### src/rtl/uart_tx_arbiter_if.sv
// Requester and transmitter handshake bundle for the UART transmit arbiter.
// The master modport is the arbiter's view; slave is the requesters/transmitter side.
interface uart_tx_arbiter_if #(
  parameter int NUM_REQ = 4
);
  logic [NUM_REQ-1:0]   req_valid;
  logic [NUM_REQ*8-1:0] req_data;
  logic [NUM_REQ-1:0]   req_ready;
  logic                 tx_start;
  logic [7:0]           tx_data;
  logic                 tx_busy;

  modport master (
    input  req_valid, req_data, tx_busy,
    output req_ready, tx_start, tx_data
  );

  modport slave (
    output req_valid, req_data, tx_busy,
    input  req_ready, tx_start, tx_data
  );
endinterface

### src/rtl/uart_tx_arbiter.sv
// Round-robin scheduler sharing one byte-wide UART transmitter among NUM_REQ sources.
// One start pulse per byte, waits for the frame to end, flags a transmitter that never goes busy.
module uart_tx_arbiter #(
  parameter int NUM_REQ       = 4,
  parameter int IDW           = 2,
  parameter int START_TIMEOUT = 16
) (
  input  logic                 clk,
  input  logic                 rst,
  uart_tx_arbiter_if.master    bus,
  output logic [IDW-1:0]       grant_id,
  output logic                 active,
  output logic                 timeout_err,
  output logic [15:0]          byte_count
);

  localparam int CW = $clog2(START_TIMEOUT);

  typedef enum logic [1:0] {IDLE, START, BUSY} state_t;

  state_t             state;
  logic [CW-1:0]      toCnt;

  logic               found;
  logic [IDW-1:0]     winner;
  logic [7:0]         winData;
  logic [NUM_REQ-1:0] winHot;

  // Search above the last winner first, then wrap; the last winner ends up lowest priority.
  always_comb begin
    // NOTE: every variable gets a default before any branch, so no latch can be inferred.
    found   = 1'b0;
    winner  = grant_id;
    winData = 8'h00;
    winHot  = '0;
    for (int i = 0; i < NUM_REQ; i++) begin
      if (!found && i > int'(grant_id) && bus.req_valid[i]) begin
        found     = 1'b1;
        winner    = IDW'(i);
        winData   = bus.req_data[8*i +: 8];
        winHot[i] = 1'b1;
      end
    end
    for (int i = 0; i < NUM_REQ; i++) begin
      if (!found && i <= int'(grant_id) && bus.req_valid[i]) begin
        found     = 1'b1;
        winner    = IDW'(i);
        winData   = bus.req_data[8*i +: 8];
        winHot[i] = 1'b1;
      end
    end
  end

  // NOTE: sequential state uses non-blocking assignments so every register updates from pre-edge values.
  always_ff @(posedge clk) begin
    if (rst) begin
      state         <= IDLE;
      toCnt         <= '0;
      bus.req_ready <= '0;
      bus.tx_start  <= 1'b0;
      bus.tx_data   <= 8'h00;
      grant_id      <= IDW'(NUM_REQ - 1);
      active        <= 1'b0;
      timeout_err   <= 1'b0;
      byte_count    <= 16'h0000;
    end else begin
      bus.req_ready <= '0;
      bus.tx_start  <= 1'b0;
      case (state)
        IDLE: begin
          if (!bus.tx_busy && found) begin
            bus.tx_start  <= 1'b1;
            bus.tx_data   <= winData;
            bus.req_ready <= winHot;
            grant_id      <= winner;
            active        <= 1'b1;
            toCnt         <= '0;
            state         <= START;
          end
        end
        START: begin
          if (bus.tx_busy) begin
            state <= BUSY;
          end else if (toCnt == CW'(START_TIMEOUT - 1)) begin
            // Byte is dropped: it was already acknowledged and is not counted.
            timeout_err <= 1'b1;
            active      <= 1'b0;
            state       <= IDLE;
          end else begin
            toCnt <= toCnt + 1'b1;
          end
        end
        BUSY: begin
          if (!bus.tx_busy) begin
            byte_count <= byte_count + 16'd1;
            active     <= 1'b0;
            state      <= IDLE;
          end
        end
        default: state <= IDLE;
      endcase
    end
  end

endmodule
### src/flat_wrapper.sv
// flat-port wrapper written by rule: the top's interface ports become plain ports
module uart_tx_arbiter_flat 
#(
  parameter int NUM_REQ       = 4,
  parameter int IDW           = 2,
  parameter int START_TIMEOUT = 16
)
  (clk, rst, grant_id, active, timeout_err, byte_count, bus_req_valid, bus_req_data, bus_tx_busy, bus_req_ready, bus_tx_start, bus_tx_data);
  uart_tx_arbiter_if #(.NUM_REQ(NUM_REQ)) bus_i ();
  input  logic clk;
  input  logic rst;
  output logic [IDW-1:0] grant_id;
  output logic active;
  output logic timeout_err;
  output logic [15:0] byte_count;
  input wire logic [$bits(bus_i.req_valid)-1:0] bus_req_valid;
  input wire logic [$bits(bus_i.req_data)-1:0] bus_req_data;
  input wire logic [$bits(bus_i.tx_busy)-1:0] bus_tx_busy;
  output wire logic [$bits(bus_i.req_ready)-1:0] bus_req_ready;
  output wire logic [$bits(bus_i.tx_start)-1:0] bus_tx_start;
  output wire logic [$bits(bus_i.tx_data)-1:0] bus_tx_data;
  assign bus_i.req_valid = bus_req_valid;
  assign bus_i.req_data = bus_req_data;
  assign bus_i.tx_busy = bus_tx_busy;
  assign bus_req_ready = bus_i.req_ready;
  assign bus_tx_start = bus_i.tx_start;
  assign bus_tx_data = bus_i.tx_data;
  uart_tx_arbiter #(.NUM_REQ(NUM_REQ), .IDW(IDW), .START_TIMEOUT(START_TIMEOUT)) u_core (.clk(clk), .rst(rst), .bus(bus_i), .grant_id(grant_id), .active(active), .timeout_err(timeout_err), .byte_count(byte_count));
endmodule
### config.mk
export PLATFORM = sky130hd
export DESIGN_NAME = uart_tx_arbiter_flat
export DESIGN_NICKNAME = d
export VERILOG_FILES = /design/src/rtl/uart_tx_arbiter_if.sv /design/src/rtl/uart_tx_arbiter.sv /design/src/flat_wrapper.sv
export SDC_FILE = /design/constraint.sdc
export NUM_CORES = 1
export LEC_CHECK = 0
export BUFFER_PORTS_ARGS = -buffer_cell sky130_fd_sc_hd__buf_4
export CAP_MARGIN = 20
export CORE_MARGIN = 2
export CORE_UTILIZATION = 30
export DETAILED_ROUTE_END_ITERATION = 8
export MAX_ROUTING_LAYER = met4
export SYNTH_ARGS = -nofsm -noshare
export SYNTH_HDL_FRONTEND = slang
export SYNTH_SLANG_ARGS = --single-unit
### constraint.sdc
create_clock -name clk -period 2.6 [get_ports clk]
set_input_delay 0 -clock clk [delete_from_list [all_inputs] [get_ports clk]]
set_output_delay 0 -clock clk [all_outputs]
set_load 0.01 [all_outputs]
==> report_table.html, run 1 <==
<table>
<tr><th>Metric</th><th>Value</th></tr>
<tr><th colspan="2">Status</th></tr>
<tr><td>Run status</td><td>completed</td></tr>
<tr><th colspan="2">Setup path</th></tr>
<tr><td>Worst Path Max Fanout</td><td>10</td></tr>
<tr><td>Capture instance of the worst register-to-register path</td><td>u_core.toCnt[3]$_SDFFE_PP0P_</td></tr>
<tr><td>Slowest stage cell on the critical path</td><td>sky130_fd_sc_hd__a2111oi_4</td></tr>
<tr><td>Data arrival, critical path</td><td>about 2.3 ns</td></tr>
<tr><td>Register-to-Register Setup Slack</td><td>0.51 ns</td></tr>
<tr><td>Maximum single-stage delay on the critical path</td><td>0.46 ns</td></tr>
<tr><td>CP Capture Type</td><td>register</td></tr>
<tr><td>Launching element of the worst setup path</td><td>u_core.state[1]$_SDFFE_PP0P_</td></tr>
<tr><td>Startpoint of the worst-slack reg-to-reg timing path</td><td>u_core.state[1]$_SDFFE_PP0P_</td></tr>
<tr><td>Req. time, crit path</td><td>2.83 ns</td></tr>
<tr><td>Startpoint Class</td><td>register</td></tr>
<tr><td>R2R cell count</td><td>7</td></tr>
<tr><td>Cell Chain, Critical Path</td><td>inv_1, ha_1, and4_4, a2111oi_4, nand2_1, or3_1, a21oi_1</td></tr>
<tr><td>Critical path type</td><td>reg2reg</td></tr>
<tr><th colspan="2">STA</th></tr>
<tr><td>RSZ-0062 raised after global routing</td><td>no</td></tr>
<tr><td>Period utilization</td><td>0.8049</td></tr>
<tr><td>Max-slew violation total from the final report</td><td>0</td></tr>
<tr><td>Worst hold slack</td><td>~0.0096 ns</td></tr>
<tr><td>Endpoints failing setup</td><td>0</td></tr>
<tr><td>Transition at the pin with the smallest max-transition slack</td><td>slightly below 0.8 ns</td></tr>
<tr><td>Number of endpoints with negative hold slack in the final report</td><td>0</td></tr>
<tr><td>Final setup skew</td><td>around 0.013 ns</td></tr>
<tr><td>Slew HR</td><td>0.4761</td></tr>
<tr><td>Time the worst path needs with I/O delays and setup</td><td>roughly 2.1 ns</td></tr>
<tr><td>Fmax achieved</td><td>between 400 and 500 MHz</td></tr>
<tr><td>Setup_tns</td><td>0 ns</td></tr>
<tr><th colspan="2">Clock tree</th></tr>
<tr><td>H-Tree Depth</td><td>2</td></tr>
<tr><td>Number of clock sinks</td><td>39</td></tr>
<tr><td>Max Buffers Root-to-Sink</td><td>2</td></tr>
<tr><td>Worst-path clk slew</td><td>~0.080 ns</td></tr>
<tr><td>Cts repair resizes</td><td>0</td></tr>
<tr><td>Clk Tree Root Cell</td><td>sky130_fd_sc_hd__clkbuf_8</td></tr>
<tr><td>TritonCTS clock tree</td><td>done</td></tr>
<tr><td>Num CTS Buffers</td><td>5</td></tr>
<tr><td>Clk Latency, worst-skew pair</td><td>0.29 ns</td></tr>
<tr><th colspan="2">Detailed routing</th></tr>
<tr><td>Top routing layer in use</td><td>met4</td></tr>
<tr><td>Amount of wire on met3 after detailed routing</td><td>478 um</td></tr>
<tr><td>Number of optimization iterations in the first detailed-route pass</td><td>4</td></tr>
<tr><td>Initial detailed-routing violation count</td><td>118</td></tr>
<tr><td>M1 WL</td><td>slightly above 3 mm</td></tr>
<tr><td>Antenna viol nets, final</td><td>0</td></tr>
<tr><td>Via count</td><td>2345</td></tr>
<tr><td>Aggregate routed wire length</td><td>6.695 mm</td></tr>
<tr><td>Average vias per placed instance</td><td>between 5 and 6</td></tr>
<tr><td>WL/cell</td><td>around 15 um</td></tr>
<tr><td>DRC</td><td>0</td></tr>
<tr><td>DR WL met2</td><td>3.093 mm</td></tr>
<tr><th colspan="2">Final layout</th></tr>
<tr><td>Number of antenna diodes</td><td>0</td></tr>
<tr><td>P&amp;R area growth vs syn</td><td>32.04%</td></tr>
<tr><td>Layout filler cell count</td><td>789</td></tr>
<tr><td>Fraction of layout cells with a size suffix above 1</td><td>0.2542</td></tr>
<tr><td>Final #Nets</td><td>between 300 and 400</td></tr>
<tr><th colspan="2">GRT</th></tr>
<tr><td>Number of antenna violations at the first check in global routing</td><td>0</td></tr>
<tr><td>Total grt overflow</td><td>0</td></tr>
<tr><td>Global routing usage summed across all routing layers</td><td>0.1643</td></tr>
<tr><td>Wire length of the first global-routing pass</td><td>around 11 mm</td></tr>
<tr><td>Number of global-route vias before repair</td><td>2222</td></tr>
<tr><td>Pin count of the biggest net entering global routing</td><td>34</td></tr>
<tr><th colspan="2">Die</th></tr>
<tr><td>Core area</td><td>7292 um^2</td></tr>
<tr><td>Initial Util</td><td>0.3128</td></tr>
<tr><td>Die Span Y</td><td>91.20 um</td></tr>
<tr><td>Horiz. Die Dim</td><td>~91 um</td></tr>
<tr><td>Number of top-level pins</td><td>around 70</td></tr>
<tr><td>Total number of placement rows</td><td>31</td></tr>
<tr><td>Die footprint</td><td>between 8000 and 9000 um^2</td></tr>
<tr><th colspan="2">Min path</th></tr>
<tr><td>HP Class</td><td>in2reg</td></tr>
<tr><td>Hold-critical path endpoint</td><td>u_core.bus.tx_data[5]$_SDFFE_PP0P_</td></tr>
<tr><td>Number of cells on the worst hold path</td><td>3</td></tr>
<tr><td>Startpoint of the tightest hold check path</td><td>bus_req_data[5]</td></tr>
<tr><th colspan="2">Placed design</th></tr>
<tr><td>Placed wire-length estimate after detailed placement</td><td>4.881 mm</td></tr>
<tr><td>Count of buffers from port buffering</td><td>a little over 70</td></tr>
<tr><td>Final RePlAce weighted congestion</td><td>0.8391</td></tr>
<tr><th colspan="2">Yosys</th></tr>
<tr><td>Netlist area before placement</td><td>roughly 2300 um^2</td></tr>
<tr><td>Fraction of registers with async set or reset after synthesis</td><td>0</td></tr>
<tr><td>Number of distinct library cells after synthesis</td><td>53</td></tr>
<tr><td>Most common flop cell mapped by yosys</td><td>sky130_fd_sc_hd__dfxtp_1</td></tr>
<tr><td>Seq/Total Area, Yosys</td><td>0.3423</td></tr>
<tr><td>Post-synth EDFFs</td><td>0</td></tr>
<tr><td>Synthesized Nets</td><td>between 300 and 400</td></tr>
<tr><td>Synth Register Bits</td><td>39</td></tr>
<tr><td>Mean instance size in the synthesized netlist</td><td>roughly 8 um^2</td></tr>
<tr><td>Total of warnings raised by yosys</td><td>0</td></tr>
<tr><td>Cells after synthesis</td><td>approximately 290</td></tr>
<tr><th colspan="2">Run</th></tr>
<tr><td>MaxCap Viol Count</td><td>0</td></tr>
<tr><th colspan="2">Power and ir drop</th></tr>
<tr><td>Worst-case vdd ir drop</td><td>between 0.15 and 0.2 mV</td></tr>
<tr><td>PD cells</td><td>461.0 nW/um^2</td></tr>
<tr><td>LEAKAGE</td><td>roughly 0.0012 uW</td></tr>
</table>
[critical path: cells and delay by family, from the launching register on]
kind | cells | cell delay (ns)
adder cells (fa/ha/maj) | 1 | 0.30
flip-flops | 1 | 0.38
AO/OA/AOI/OAI | 2 | 0.59
AND/OR/NAND/NOR | 3 | 0.70
buffers and inverters | 1 | 0.08
[flip-flops by register name, indices dropped and copies added (netlist names)]
signal and flops:
u_core.byte_count 16, u_core.bus.tx_data 8, u_core.bus.req_ready 4, u_core.toCnt 4
u_core.grant_id 2, u_core.state 2, u_core.active 1, u_core.bus.tx_start 1
u_core.timeout_err 1
[per-stage QoR]
stage               cell area [um^2]  power [uW]  utilization  cells  setup WS, ns
detailed placement              2888       988.4       0.3960    441        0.5057
finish                          3012        1388       0.4130    453        0.5072
global placement                2888       985.7       0.3960    441        0.5516
floorplan                       2281       849.4            -    285        0.6493
CTS                             3012        1395       0.4130    453        0.5048
global route                    3012        1457       0.4130    453        0.3321
[report_power, final]
| part | internal [uW] | switching, uW |
|---|---|---|
| combinational | 154 | 175 |
| sequential | 624 | 27.4 |
| clock | 184 | 224 |
[cell usage in the layout, fill, tap and decap left out, types with 5 or more instances in the layout]
master / instances
sky130_fd_sc_hd__and3_1: 6
sky130_fd_sc_hd__nand4_1: 5
sky130_fd_sc_hd__ha_1: 6
sky130_fd_sc_hd__a22oi_1: 5
sky130_fd_sc_hd__nand2_1: 31
sky130_fd_sc_hd__clkbuf_8: 5
sky130_fd_sc_hd__buf_4: 74
sky130_fd_sc_hd__o22ai_1: 6
sky130_fd_sc_hd__o21ai_0: 6
sky130_fd_sc_hd__dfxtp_1: 39
sky130_fd_sc_hd__inv_1: 7
sky130_fd_sc_hd__a211oi_1: 5
sky130_fd_sc_hd__xor2_1: 13
sky130_fd_sc_hd__a21oi_1: 18
sky130_fd_sc_hd__nand3_1: 14
sky130_fd_sc_hd__nor2_1: 34
sky130_fd_sc_hd__and2_1: 7
sky130_fd_sc_hd__o21a_1: 6
[area by class of cell]
class | instances | area [um^2] | area share
clock inverter | 3 | 15.01 | 0.004985
sequential | 39 | 780.7 | 0.2592
clock buffer | 5 | 68.82 | 0.02285
inverter | 7 | 26.28 | 0.008725
tap | 99 | 123.9 | 0.04113
multi-input combinational | 222 | 1401 | 0.4653
timing repair buffer | 78 | 595.6 | 0.1978
[Yosys cell counts, types with 4 or more instances]
cell / instances / share of area
sky130_fd_sc_hd__o21ai_0: 6 / 0.013
sky130_fd_sc_hd__and3_1: 6 / 0.016
sky130_fd_sc_hd__a211o_1: 4 / 0.015
sky130_fd_sc_hd__a211oi_1: 5 / 0.016
sky130_fd_sc_hd__nand3_1: 14 / 0.031
sky130_fd_sc_hd__dfxtp_1: 39 / 0.34
sky130_fd_sc_hd__a21oi_1: 18 / 0.039
sky130_fd_sc_hd__a22oi_1: 5 / 0.016
sky130_fd_sc_hd__xor2_1: 13 / 0.050
sky130_fd_sc_hd__buf_2: 4 / 0.0088
sky130_fd_sc_hd__o21a_1: 6 / 0.020
sky130_fd_sc_hd__and2_1: 7 / 0.019
sky130_fd_sc_hd__inv_1: 7 / 0.012
sky130_fd_sc_hd__clkbuf_1: 8 / 0.013
sky130_fd_sc_hd__nand4_1: 5 / 0.014
sky130_fd_sc_hd__nor2_1: 34 / 0.056
sky130_fd_sc_hd__o22ai_1: 6 / 0.016
sky130_fd_sc_hd__buf_1: 4 / 0.0066
sky130_fd_sc_hd__nand2b_1: 4 / 0.011
sky130_fd_sc_hd__a221o_1: 4 / 0.018
sky130_fd_sc_hd__and4_1: 4 / 0.015
sky130_fd_sc_hd__o211ai_1: 4 / 0.013
sky130_fd_sc_hd__nand2_1: 31 / 0.051
sky130_fd_sc_hd__ha_1: 6 / 0.033
[worst max path at each step]
stage          cells past startpoint                           end
6_report                           7  u_core.toCnt[3]$_SDFFE_PP0P_
2_1_floorplan                      8  u_core.toCnt[3]$_SDFFE_PP0P_
3_5_place_dp                       7  u_core.toCnt[3]$_SDFFE_PP0P_
3_3_place_gp                       7  u_core.toCnt[3]$_SDFFE_PP0P_
5_1_grt                            7  u_core.toCnt[3]$_SDFFE_PP0P_
4_1_cts                            7  u_core.toCnt[3]$_SDFFE_PP0P_
[routing by layer]
| metal | vias to the layer above | GRT usage |
|---|---|---|
| met5 | - | - |
| met4 | 0 | 0.04924 |
| met3 | 7 | 0.04564 |
| met2 | 84 | 0.2543 |
| met1 | 1086 | 0.2096 |
| li1 | 1168 | - |
[logic make-up (layout without fill, tap and decap cells)]
logic type / Yosys count / in the layout / share of synthesized area
flops: 39 / 39 / 0.3423
mux: 2 / 2 / 0.009325
xor+xnor: 15 / 15 / 0.05760
compound gates: 77 / 77 / 0.2430
fa+ha+maj: 6 / 6 / 0.03291
simple gates: 122 / 122 / 0.2715
buf+inv: 24 / 93 / 0.04334
[repair_timing]
item	CTS	global route
hold buffers	4	0
endpoints found under the hold margin	4	0
setup endpoints to repair	0	0
setup buffers	0	0
(Power assumes the default switching activity.)
==> run 2, diff against run 1 <==
==> constraint.sdc (replaced) <==
create_clock -name clk -period 2 [get_ports clk]
set_input_delay 0 -clock clk [delete_from_list [all_inputs] [get_ports clk]]
set_output_delay 0 -clock clk [all_outputs]
set_load 0.01 [all_outputs]
==> run 2 against run 1 <==
Sequential cell count unchanged. Power is 44% higher. Critical endpoint unchanged. Cell count rose by 2.6%. Maximum frequency rose by 15%. Via count up 1.7%. Setup slack worse by 0.32 ns. Critical path depth stayed put. Global-route usage increased by 0.74 points.
==> report_table.html, run 2 (synthesized netlist as in run 1, its figures left out) <==
<table>
<tr><th>Metric</th><th>Value</th></tr>
<tr><th colspan="2">Clock tree</th></tr>
<tr><td>TritonCTS clock tree</td><td>done</td></tr>
<tr><td>H-Tree Depth</td><td>2 (unchanged)</td></tr>
<tr><td>Clk Tree Root Cell</td><td>sky130_fd_sc_hd__clkbuf_8</td></tr>
<tr><td>Num CTS Buffers</td><td>5 (unchanged)</td></tr>
<tr><td>Worst-path clk slew</td><td>0.08 ns (about the same)</td></tr>
<tr><td>Post-CTS setup-driven buffer insertion count</td><td>0 (unchanged)</td></tr>
<tr><td>Max Buffers Root-to-Sink</td><td>2 (unchanged)</td></tr>
<tr><td>Clk Latency, worst-skew pair</td><td>0.29 ns (about the same)</td></tr>
<tr><td>Number of clock sinks</td><td>39 (unchanged)</td></tr>
<tr><th colspan="2">Detailed routing</th></tr>
<tr><td>DRC</td><td>0 (unchanged)</td></tr>
<tr><td>WL/cell</td><td>14.58 um (-1.3%)</td></tr>
<tr><td>Aggregate routed wire length</td><td>6.781 mm (+1.3%)</td></tr>
<tr><td>Initial detailed-routing violation count</td><td>70 (-41%)</td></tr>
<tr><td>Number of optimization iterations in the first detailed-route pass</td><td>4 (unchanged)</td></tr>
<tr><td>Via count</td><td>2386 (+1.7%)</td></tr>
<tr><td>Amount of wire on met3 after detailed routing</td><td>519 um (+8.6%)</td></tr>
<tr><td>M1 WL</td><td>3.079 mm (+0.42%)</td></tr>
<tr><td>Average vias per placed instance</td><td>5.131 (-0.88%)</td></tr>
<tr><td>Top routing layer in use</td><td>met4</td></tr>
<tr><td>DR WL met2</td><td>3.107 mm (+0.45%)</td></tr>
<tr><td>Antenna viol nets, final</td><td>0 (unchanged)</td></tr>
<tr><th colspan="2">Power and ir drop</th></tr>
<tr><td>Worst-case vdd ir drop</td><td>0.3778 mV (+94%)</td></tr>
<tr><td>PD cells</td><td>636.7 nW/um^2 (+38%)</td></tr>
<tr><td>LEAKAGE</td><td>0.001318 uW (+5.7%)</td></tr>
<tr><td>Pwr Total</td><td>2004 uW (+44%)</td></tr>
<tr><th colspan="2">Setup path</th></tr>
<tr><td>Cell Chain, Critical Path</td><td>inv_1, ha_1, and4_4, a2111oi_4, nand2_1, or3_1, a21oi_1</td></tr>
<tr><td>Capture instance of the worst register-to-register path</td><td>u_core.toCnt[3]$_SDFFE_PP0P_</td></tr>
<tr><td>Startpoint of the worst-slack reg-to-reg timing path</td><td>u_core.state[1]$_SDFFE_PP0P_</td></tr>
<tr><td>CP Capture Type</td><td>register</td></tr>
<tr><td>Worst Path Max Fanout</td><td>4 (-6)</td></tr>
<tr><td>Data arrival, critical path</td><td>2.04 ns (-0.29 ns)</td></tr>
<tr><td>Critical path type</td><td>reg2reg</td></tr>
<tr><td>Slowest stage cell on the critical path</td><td>sky130_fd_sc_hd__dfxtp_2</td></tr>
<tr><td>Setup crit end</td><td>u_core.toCnt[3]$_SDFFE_PP0P_</td></tr>
<tr><td>Startpoint Class</td><td>register</td></tr>
<tr><td>Maximum single-stage delay on the critical path</td><td>0.36 ns (-0.10 ns)</td></tr>
<tr><td>R2R cell count</td><td>7 (unchanged)</td></tr>
<tr><td>Launching element of the worst setup path</td><td>u_core.state[1]$_SDFFE_PP0P_</td></tr>
<tr><td>Req. time, crit path</td><td>2.23 ns (-0.60 ns)</td></tr>
<tr><td>Register-to-Register Setup Slack</td><td>0.19 ns (-0.32 ns)</td></tr>
<tr><th colspan="2">Die</th></tr>
<tr><td>Core area</td><td>7292 um^2 (unchanged)</td></tr>
<tr><td>Total number of placement rows</td><td>31 (unchanged)</td></tr>
<tr><td>Horiz. Die Dim</td><td>91.20 um (unchanged)</td></tr>
<tr><td>Initial Util</td><td>0.3128 (unchanged)</td></tr>
<tr><td>Die footprint</td><td>8317 um^2 (unchanged)</td></tr>
<tr><td>Die Span Y</td><td>91.20 um (unchanged)</td></tr>
<tr><td>Number of top-level pins</td><td>72 (unchanged)</td></tr>
<tr><th colspan="2">STA</th></tr>
<tr><td>RSZ-0062 raised after global routing</td><td>no</td></tr>
<tr><td>Final setup skew</td><td>0.007532 ns (-0.004994 ns)</td></tr>
<tr><td>Period utilization</td><td>0.9070 (+0.1021)</td></tr>
<tr><td>Time the worst path needs with I/O delays and setup</td><td>1.814 ns (-0.2787 ns)</td></tr>
<tr><td>Number of endpoints with negative hold slack in the final report</td><td>0 (unchanged)</td></tr>
<tr><td>Max-slew violation total from the final report</td><td>0 (unchanged)</td></tr>
<tr><td>Fmax achieved</td><td>551.3 MHz (+15%)</td></tr>
<tr><td>Worst hold slack</td><td>0.01229 ns (+0.002711 ns)</td></tr>
<tr><td>Slew HR</td><td>0.7075 (+0.2314)</td></tr>
<tr><td>Endpoints failing setup</td><td>0 (unchanged)</td></tr>
<tr><td>Setup_tns</td><td>0 ns (unchanged)</td></tr>
<tr><td>Transition at the pin with the smallest max-transition slack</td><td>0.4355 ns (-0.3493 ns)</td></tr>
<tr><th colspan="2">Final layout</th></tr>
<tr><td>Final #Nets</td><td>410 (+3.0%)</td></tr>
<tr><td>Fraction of layout cells with a size suffix above 1</td><td>0.2814 (+0.02718)</td></tr>
<tr><td>Biggest registers after layout</td><td>u_core.byte_count: 16 flops, u_core.bus.tx_data: 8 flops</td></tr>
<tr><td>Top reg by flops</td><td>u_core.byte_count</td></tr>
<tr><td>P&amp;R area growth vs syn</td><td>37.96%</td></tr>
<tr><td>Max reg flops</td><td>16 (unchanged)</td></tr>
<tr><td>Number of antenna diodes</td><td>0 (unchanged)</td></tr>
<tr><td>Top library cells by usage in the layout, fill and taps aside</td><td>85 x sky130_fd_sc_hd__buf_4, 38 x sky130_fd_sc_hd__dfxtp_1, 34 x sky130_fd_sc_hd__nor2_1, 31 x sky130_fd_sc_hd__nand2_1, 18 x sky130_fd_sc_hd__a21oi_1</td></tr>
<tr><td>Most common cell after layout, fill and taps aside</td><td>sky130_fd_sc_hd__buf_4</td></tr>
<tr><th colspan="2">Run</th></tr>
<tr><td>MaxCap Viol Count</td><td>0 (unchanged)</td></tr>
<tr><th colspan="2">Status</th></tr>
<tr><td>Run status</td><td>completed</td></tr>
<tr><th colspan="2">GRT</th></tr>
<tr><td>Total grt overflow</td><td>0 (unchanged)</td></tr>
<tr><td>Pin count of the biggest net entering global routing</td><td>33 (-2.9%)</td></tr>
<tr><td>Wire length of the first global-routing pass</td><td>11.41 mm (+5.3%)</td></tr>
<tr><td>Number of global-route vias before repair</td><td>2336 (+5.1%)</td></tr>
<tr><td>Global routing usage summed across all routing layers</td><td>0.1717 (+0.007383)</td></tr>
<tr><td>Number of antenna violations at the first check in global routing</td><td>0 (unchanged)</td></tr>
<tr><th colspan="2">Min path</th></tr>
<tr><td>HP Class</td><td>in2reg</td></tr>
<tr><th colspan="2">Placed design</th></tr>
<tr><td>Count of buffers from port buffering</td><td>71 (unchanged)</td></tr>
<tr><td>Final RePlAce weighted congestion</td><td>0.8860 (+5.6%)</td></tr>
<tr><td>Placed wire-length estimate after detailed placement</td><td>5.038 mm (+3.2%)</td></tr>
</table>
-- run 2: metrics by stage --
step                      worst slack [ns]  cells  utilization  cell area [um^2]
after floorplan                    0.04929    285            -              2281
after global placement              0.1901    452       0.4073              2970
after detailed placement           0.09413    452       0.4073              2970
after CTS                          0.08098    465       0.4303              3138
after global routing               0.02609    465       0.4315              3147
final                               0.1859    465       0.4315              3147
-- run 2: cell type report --
type | instances | area [um^2]
clock buffers | 6 | 82.58
fillers | 778 | 4145
clock inverters | 2 | 35.03
inverters | 7 | 26.28
flip-flops and latches | 39 | 782.0
repair buffers | 90 | 688.2
multi-input cells | 222 | 1409
well taps | 99 | 123.9
-- run 2: layer usage --
metal  track usage  vias up
met2        0.2759      102
met4       0.05303        0
li1              -     1189
met3       0.03734       11
met1        0.2161     1084
met5             -        -
-- run 2: worst max-delay path: cells and delay by family (launching register included) --
| kind | cells | cell delay (ns) |
|---|---|---|
| DFF | 1 | 0.36 |
| buffers and inverters | 1 | 0.07 |
| AOI/OAI and AO/OA | 2 | 0.48 |
| adders and majority gates | 1 | 0.19 |
| and+or+nand+nor | 3 | 0.65 |
-- run 2: what timing repair did --
action / CTS / global route
gates resized for setup: 0 / 3
hold buffers: 5 / 0
endpoints found under the hold margin: 5 / 0
endpoints found under the setup margin: 0 / 6
-- run 2: where the power goes --
part,leakage [uW],internal [uW],total (uW),switching (uW)
registers,0.000317,811,840,29.5
clock network,0.0000612,404,698,294
logic,0.000939,223,466,242
-- run 2: worst min path at each step --
stage,start,endpoint,slack (ns),cells past startpoint
after floorplan,rst,u_core.bus.tx_data[0]$_SDFFE_PP0P_,0.15,2
after global placement,bus_req_data[30],u_core.bus.tx_data[6]$_SDFFE_PP0P_,0.29,3
after detailed placement,bus_req_data[30],u_core.bus.tx_data[6]$_SDFFE_PP0P_,0.29,3
after CTS,bus_req_data[28],u_core.bus.tx_data[4]$_SDFFE_PP0P_,0.0005,3
after global routing,bus_req_data[6],u_core.bus.tx_data[6]$_SDFFE_PP0P_,0.004,3
final,bus_req_data[6],u_core.bus.tx_data[6]$_SDFFE_PP0P_,0.01,3
